<file path="src/rtl/mem_io_ctrl.sv">
// mem_io_ctrl: bus controller between the CPU memory port, a RAM with a
// registered read port, an LED output register and a switch input port.
// Every CPU access is decoded once, sequenced through a small FSM, and
// completed with a one-cycle mem_ready pulse. read_data is a single
// registered driver.
module mem_io_ctrl #(
    parameter int         DW       = 16,
    parameter int         RAM_AW   = 8,
    parameter logic [8:0] LED_ADDR = 9'h100,
    parameter logic [8:0] SW_ADDR  = 9'h140
) (
    input  logic              clk,
    input  logic              reset,
    input  logic [1:0]        mem_cmd,
    input  logic [8:0]        mem_addr,
    input  logic [DW-1:0]     write_data,
    output logic [DW-1:0]     read_data,
    output logic              mem_ready,
    output logic              bus_err,
    output logic [RAM_AW-1:0] ram_addr,
    output logic              ram_write,
    output logic [DW-1:0]     ram_din,
    input  logic [DW-1:0]     ram_dout,
    input  logic [7:0]        sw_in,
    output logic [7:0]        ledr
);

    localparam logic [1:0] CMD_NONE  = 2'b00;
    localparam logic [1:0] CMD_READ  = 2'b01;
    localparam logic [1:0] CMD_WRITE = 2'b10;

    typedef enum logic [1:0] {
        IDLE    = 2'd0,
        RD_WAIT = 2'd1,
        WR      = 2'd2,
        RESP    = 2'd3
    } state_t;

    state_t              state_reg;
    logic [RAM_AW-1:0]   addr_q;
    logic [DW-1:0]       wdata_q;
    logic                ram_rd_q;   // current access is a RAM read
    logic [7:0]          sw_meta;
    logic [7:0]          sw_sync;

    // Address decode of the command presented by the CPU.
    logic is_ram;
    logic is_sw;
    logic is_led;
    assign is_ram = ~mem_addr[8];
    assign is_sw  = (mem_addr == SW_ADDR);
    assign is_led = (mem_addr == LED_ADDR);

    // The RAM port is driven straight from the latched access registers.
    assign ram_addr = addr_q;
    assign ram_din  = wdata_q;

    // Two-flop synchronizer for the asynchronous board switches.
    always_ff @(posedge clk or posedge reset) begin
        if (reset) begin
            sw_meta <= 8'h00;
            sw_sync <= 8'h00;
        end else begin
            sw_meta <= sw_in;
            sw_sync <= sw_meta;
        end
    end

    // Access sequencer: decode on accept, wait for RAM, respond with mem_ready.
    always_ff @(posedge clk or posedge reset) begin
        if (reset) begin
            state_reg <= IDLE;
            addr_q    <= '0;
            wdata_q   <= '0;
            ram_rd_q  <= 1'b0;
            read_data <= '0;
            mem_ready <= 1'b0;
            bus_err   <= 1'b0;
            ram_write <= 1'b0;
            ledr      <= 8'h00;
        end else begin
            mem_ready <= 1'b0;
            case (state_reg)
                IDLE: begin
                    // While mem_ready is high the CPU still presents the
                    // finished command; it switches on this edge, so ignore it.
                    if (!mem_ready && mem_cmd != CMD_NONE) begin
                        addr_q   <= mem_addr[RAM_AW-1:0];
                        wdata_q  <= write_data;
                        ram_rd_q <= 1'b0;
                        if (mem_cmd == CMD_READ && is_ram) begin
                            ram_rd_q  <= 1'b1;
                            state_reg <= RD_WAIT;
                        end else if (mem_cmd == CMD_WRITE && is_ram) begin
                            read_data <= '0;
                            ram_write <= 1'b1;
                            state_reg <= WR;
                        end else if (mem_cmd == CMD_READ && is_sw) begin
                            read_data <= {{(DW-8){1'b0}}, sw_sync};
                            state_reg <= RESP;
                        end else if (mem_cmd == CMD_WRITE && is_led) begin
                            read_data <= '0;
                            ledr      <= write_data[7:0];
                            state_reg <= RESP;
                        end else begin
                            read_data <= '0;
                            bus_err   <= 1'b1;
                            state_reg <= RESP;
                        end
                    end
                end
                RD_WAIT: begin
                    // ram_addr became valid on the accept edge; the RAM
                    // registers it on this edge, so data is usable next edge.
                    state_reg <= RESP;
                end
                WR: begin
                    ram_write <= 1'b0;
                    state_reg <= RESP;
                end
                RESP: begin
                    if (ram_rd_q) begin
                        read_data <= ram_dout;
                    end
                    ram_rd_q  <= 1'b0;
                    mem_ready <= 1'b1;
                    state_reg <= IDLE;
                end
                default: begin
                    state_reg <= IDLE;
                end
            endcase
        end
    end

endmodule

</file>
<file path="config.mk">
export PLATFORM = sky130hd
export DESIGN_NAME = mem_io_ctrl
export DESIGN_NICKNAME = d
export VERILOG_FILES = /design/src/rtl/mem_io_ctrl.sv
export SDC_FILE = /design/constraint.sdc
export NUM_CORES = 1
export LEC_CHECK = 0
export ABC_AREA = 1
export ABC_CLOCK_PERIOD_IN_PS = 2800
export BUFFER_PORTS_ARGS = -buffer_cell sky130_fd_sc_hd__buf_2
export CORE_MARGIN = 1
export CORE_UTILIZATION = 36
export CTS_BUF_LIST = sky130_fd_sc_hd__clkbuf_8
export DETAILED_ROUTE_END_ITERATION = 6
export PLACE_DENSITY_LB_ADDON = 0.05
export RECOVER_POWER = 100
export SYNTH_ARGS = -nofsm -noshare
export SYNTH_HDL_FRONTEND = slang
export SYNTH_SLANG_ARGS = --single-unit
</file>
<file path="constraint.sdc">
create_clock -name clk -period 2.8 [get_ports clk]
set_clock_uncertainty 0.1 [all_clocks]
set_input_delay 0.42 -clock clk [delete_from_list [all_inputs] [get_ports clk]]
set_output_delay 0.42 -clock clk [all_outputs]
set_load 0.005 [all_outputs]
</file>
# Yosys cells after proc, flatten, opt, wreduce, memory -nomap -nowiden
# Cells that the tools add are included.
[totals]
reg_bits = 70
inputBits = 53
output_inout_bits = 51
wordCells = 62
[classes]
n_eq_ne = 11
muxes = 18
n_bitwise = 5
n_reduce_logical = 17
[ops]
columns = ["cell", "n"]
rows = [
  ["$mux 16", 3],
  ["$pmux 16 s2", 1],
  ["$eq 9x9->1 const B", 2],
  ["$mux 8", 2],
  ["$reduce_and 6->1", 2],
  ["$ne 2x2->1 const B", 4],
  ["$reduce_and 4->1", 2],
  ["$mux 1", 7],
  ["$eq 2x2->1 const B", 3],
  ["$pmux 2 s3", 1],
  ["$reduce_bool 2->1", 3],
  ["$logic_and 1x1->1", 5],
  ["$not 1->1", 5],
  ["$eq 2x1->1 const B", 2],
  ["$mux 2", 2],
  ["$pmux 1 s2", 2],
  ["$reduce_and 2->1", 2],
  ["$logic_not 2->1", 1],
  ["$reduce_or 2->1", 1],
  ["$logic_not 1->1", 1],
]

# Longest topological paths before layout
[logic_depth]
word_depth = 7
mapped_depth = 9
mapped_depth_nobuf = 8

# Least setup slack after synthesis
# Ideal clock, no wire load.
[synth_path]
path_type = "reg2reg"
from = "register state_reg[1]"
to = "register read_data[9]"
setup_ps = 117
arrival_ps = 1326
t_required_ps = 2583
slack_ps = 1257
stages_incl_launch_ff = 10
path_buffers = 3
synth_period_minus_slack_ps = 1543
path_cell_list = "dfrtp_1 -> ha_1 -> buf_6 -> inv_2 -> buf_6 -> o21ai_2 -> nand2_2 -> buf_6 -> nand2_2 -> o21ai_2"
[synth_via]
elab_chain_cells = 3
word_cells_on_any_way = 8
cone_classes = "4 x eq/ne; 1 x mux; 3 x reduce/logical"
[synth_lines]
columns = ["item", "line", "source"]
rows = [
  ["from (decl)", "39", "state_t state_reg;"],
  ["from (signal assigned)", "72", "state_reg <= IDLE;"],
  ["from (signal assigned)", "93", "state_reg <= RD_WAIT;"],
  ["from (signal assigned)", "97", "state_reg <= WR;"],
  ["$eq 2x2->1 or $logic_not 2->1 (tied branches)", "83", "case (state_reg)"],
  ["$ne 2x2->1 (no line) or $reduce_bool 2->1 (tied branches)", "--", ""],
  ["$reduce_and 4->1 (no line)", "--", ""],
  ["to (signal assigned)", "99", "read_data <= {{(DW-8){1'b0}}, sw_sync};"],
  ["to (signal assigned)", "123", "read_data <= ram_dout;"],
  ["to (decl)", "17", "output logic [DW-1:0] read_data,"],
]
# Parallel ways exist; a longest one is shown, timed or not.
# A chain may end at the register's enable or synchronous reset.

# Worst setup path in the final report
[layout_path]
from = "register state_reg[0]"
to = "register ledr[2]"
[layout_via]
elab_chain_cells = 2
[layout_lines]
columns = ["item", "line", "source"]
rows = [
  ["$logic_not 2->1", "83", ""],
  ["$reduce_and 6->1 (no line)", "--", ""],
  ["to (signal assigned)", "103", "ledr <= write_data[7:0];"],
  ["to (decl)", "25", "output logic [7:0] ledr"],
]
# No other way between the ends.

==> summary.md <==
| Metric | Value |
|---|---|
| Fin cells | 535 |
| YS warnings | 0 |
| FMAX | 0.472 GHz |
| FF+latch area | 1750 µm² |
| Setup bufs post-CTS | 0 |
| Xor/xnor share of the synthesized area | 0% |
| Placed Area | 3570 µm² |
| Drt drc | 0 |
| Initial drt markers | 89 |
| 1st-pass router iterations | 4 |
| Rows | 32 |
| Clk pin slew, worst setup/hold paths | 70 ps |
| Yosys top cell by area | dfrtp_1 |
| Fill cells | 831 |
| CTS root buf | clkbuf_8 |
| Most common cell on crit path | nand2_1 |
| Outcome | finished, final reports clean |
| Clock latency on the worst-skew pair | 340 ps |
| DR vias | 2389 |
| Routed Antenna Nets | 0 |
| Chip width | 93.0 µm |
| RSZ-0062 raised after global routing | false |
| Ranking of synthesized cells by area | dfrtp_1 (59%), nand2_1 (16%), inv_1 (2.9%), o21ai_2 (2.6%), o21bai_1 (2.0%) |
| DP Worst Slack | 798 ps |
| # setup viols final | 0 |
| # port buffers | 103 |
| Initial Util | 37.8% |
| H-tree levels | 3 |
| GPL Wtd Cong | 0.743 |
| Max-cap violations | 0 |
| Initial antenna violation count | 0 |
| CP top delay family | simple AND/OR/NAND/NOR gates |
| Setup TNS | 0 ps |
| Mapped Cells | 322 |
| Worst Path Buf+Inv | 1 |
| CP max FO | 10 |
| Routed wire per std cell | 12.5 µm |
| Multi-input gate area | 1010 µm² |
| Most numerous cell in the Yosys netlist | nand2_1 |
| Net count after synthesis | 379 |
| Pins Over Slew Limit | 0 |
| Worst slew margin | 18.8% |
| Crit-path max cell delay | 630 ps |
| Core Util, Final | 47.1% |
| Share of the synthesized area in the top cell type | 58.7% |
| Core area | 7890 µm² |
| Die Ht | 93.0 µm |
| Mux share of post-synthesis cell area | 0% |
| Final Critical Period | 2120 ps |
| Layout cells sized above 1 | 27.3% |
| Setup CP Type | reg -> reg |
| CP startpoint kind | flip-flop |
| Vias in the first global route | 2214 |
| CP required | 2930 ps |
| Crit path cell chain | inv_1 -> ha_1 -> nand2_1 -> nor2_1 -> nand3_4 -> nand2_1 -> nand2_1 |
| # resized after CTS | 0 |
| CP endpoint kind | flip-flop |
| WL final | 6.71 mm |
| Compound-Gate Fraction of Synth Area | 7.47% |
| Maximum buffer depth of the clock tree | 2 |
| Worst Tran Pin Value | 1220 ps |
| Ys flop type | dfrtp_1 |
| Hold buffers post-CTS | 0 |
| Largest family of logic cells by synthesized area | simple AND/OR/NAND/NOR gates |
| Final WS setup | 681 ps |
| FFs w/ async S/R, synth | 100% |
| Fin. Hold Viols | 0 |
| Number of synthesized flops with an enable pin | 0 |
| ANT cells | 0 |
| Maximum vdd ir drop | 0.000399 V |
| Sequential fraction of the synthesis area | 58.7% |
| Area Growth Syn to Fin | 24.5% |
| Post-Synth Adder-Cell Area | 1.68% |
| Hpwl dp | 4.62 mm |
| Vias per cell | 4.47 |
| Max stage delay cell, worst path | nor2_1 |
| CTS tree | built |
| Cell Area, Synth | 2980 µm² |
| Placed Instances | 519 |
| Worst Path Arrival | 2250 ps |
| Post-synth top cells | nand2_1 (131), dfrtp_1 (70), inv_1 (23) |
| Period utilization | 75.7% |
| Mean Syn Cell Area | 9.26 µm² |
| Fin nets | 485 |
| Synthesized flop and latch total | 70 |
| Total GRT Usage | 16.7% |
| HP Class | in -> reg |
| I/O pin cnt | 104 |
| First-pass GRT wire length | 11.1 mm |
| CTS sink cnt | 70 |
| CTS buffer count | 9 |
| Leakage power | 2.05 nW |
| Overflow after GRT | 0 |
| Pin count of the biggest net entering global routing | 50 |
| Finished layout cell area | 3710 µm² |
| Unique masters post-synth | 25 |
| Full die area | 8650 µm² |
| P per Cell Area | 937 nW/µm² |
| Simple logic cell fraction of the synthesized area | 25.8% |
[kinds of logic (layout without fill, tap and decap cells)]
logic type                 Yosys count  after routing
adders and majority gates            4              4
DFF                                 70             70
and+or+nand+nor                    178            178
AOI/OAI and AO/OA                   32             32
buffers and inverters               38            149
[per-stage QoR]
step / power (mW) / hold slack [ps]
floorplan: 2.32 / 231
global placement: 2.68 / 234
detailed placement: 2.70 / 237
CTS: 3.62 / 7.48
global route: 3.78 / 59.8
finish: 3.48 / 84.0
[final cells by class]
type	count	share of cell area [%]
timing repair buffer	106	13.6
clock inverter	6	2.29
multi-input combinational	214	27.1
inverter	27	2.73
tap	102	3.44
clock buffer	10	3.70
sequential	70	47.2
[power by group]
| part | leakage [nW] | switching (mW) | internal, mW |
|---|---|---|---|
| clock network | 0.108 | 0.375 | 0.522 |
| registers | 0.881 | 0.138 | 1.29 |
| logic | 1.07 | 0.728 | 0.434 |
| total | 2.05 | 1.24 | 2.24 |
[cells in the final DEF, fill, tap and decap left out]
cell / netlist / routed
a21oi_1: 2 / 2
a31oi_1: 2 / 2
buf_2: 5 / 84
bufinv_16: 0 / 2
clkbuf_1: 0 / 20
clkbuf_2: 0 / 2
clkbuf_8: 0 / 10
clkinv_2: 0 / 2
clkinvlp_4: 0 / 2
dfrtp_1: 70 / 70
ha_1: 4 / 4
inv_1: 23 / 25
inv_2: 4 / 2
nand2_1: 131 / 136
nand2_2: 9 / 4
nand3_1: 11 / 11
nand3_2: 1 / 1
nand3_4: 1 / 1
nand3b_1: 1 / 1
nand4_1: 8 / 8
nor2_1: 12 / 13
nor2_2: 1 / 1
nor2_4: 2 / 1
o21ai_0: 9 / 13
o21ai_1: 1 / 1
o21ai_2: 9 / 5
o21bai_1: 8 / 8
o21bai_2: 1 / 1
or2_0: 1 / 1
[routing by layer]
layer,wire (µm),part of all wire (%),up-vias,global-route usage (%)
li1,-,-,1218,-
met2,2900,43,71,24.2
met4,103,1.5,0,7.31
met1,3300,49,1091,23.6
met3,408,6.1,9,4.39
met5,0,0,-,0
[worst register-to-register path: stages, from the launching register on]
cell and delay, ps:
dfrtp_1 400, inv_1 120, ha_1 290, nand2_1 100, nor2_1 630, nand3_4 220, nand2_1 110, nand2_1 50
[worst paths after layout]
check / to / start / cells after the start / slack (ps)
max in group asynchronous: sw_sync[2]$_DFF_PP0_ / reset / 3 / 780
worst max-delay path: ledr[2]$_DFFE_PP0P_ / state_reg[0]$_DFFE_PP0N_ / 7 / 680
worst max register to register: ledr[2]$_DFFE_PP0P_ / state_reg[0]$_DFFE_PP0N_ / 7 / 680
worst min-delay path: sw_meta[0]$_DFF_PP0_ / sw_in[0] / 1 / 80
worst min register to register: sw_sync[3]$_DFF_PP0_ / sw_meta[3]$_DFF_PP0_ / 0 / 250
min in group asynchronous: read_data[12]$_DFFE_PP0P_ / reset / 2 / 140
Note: power is estimated with default switching activity, not from simulation.
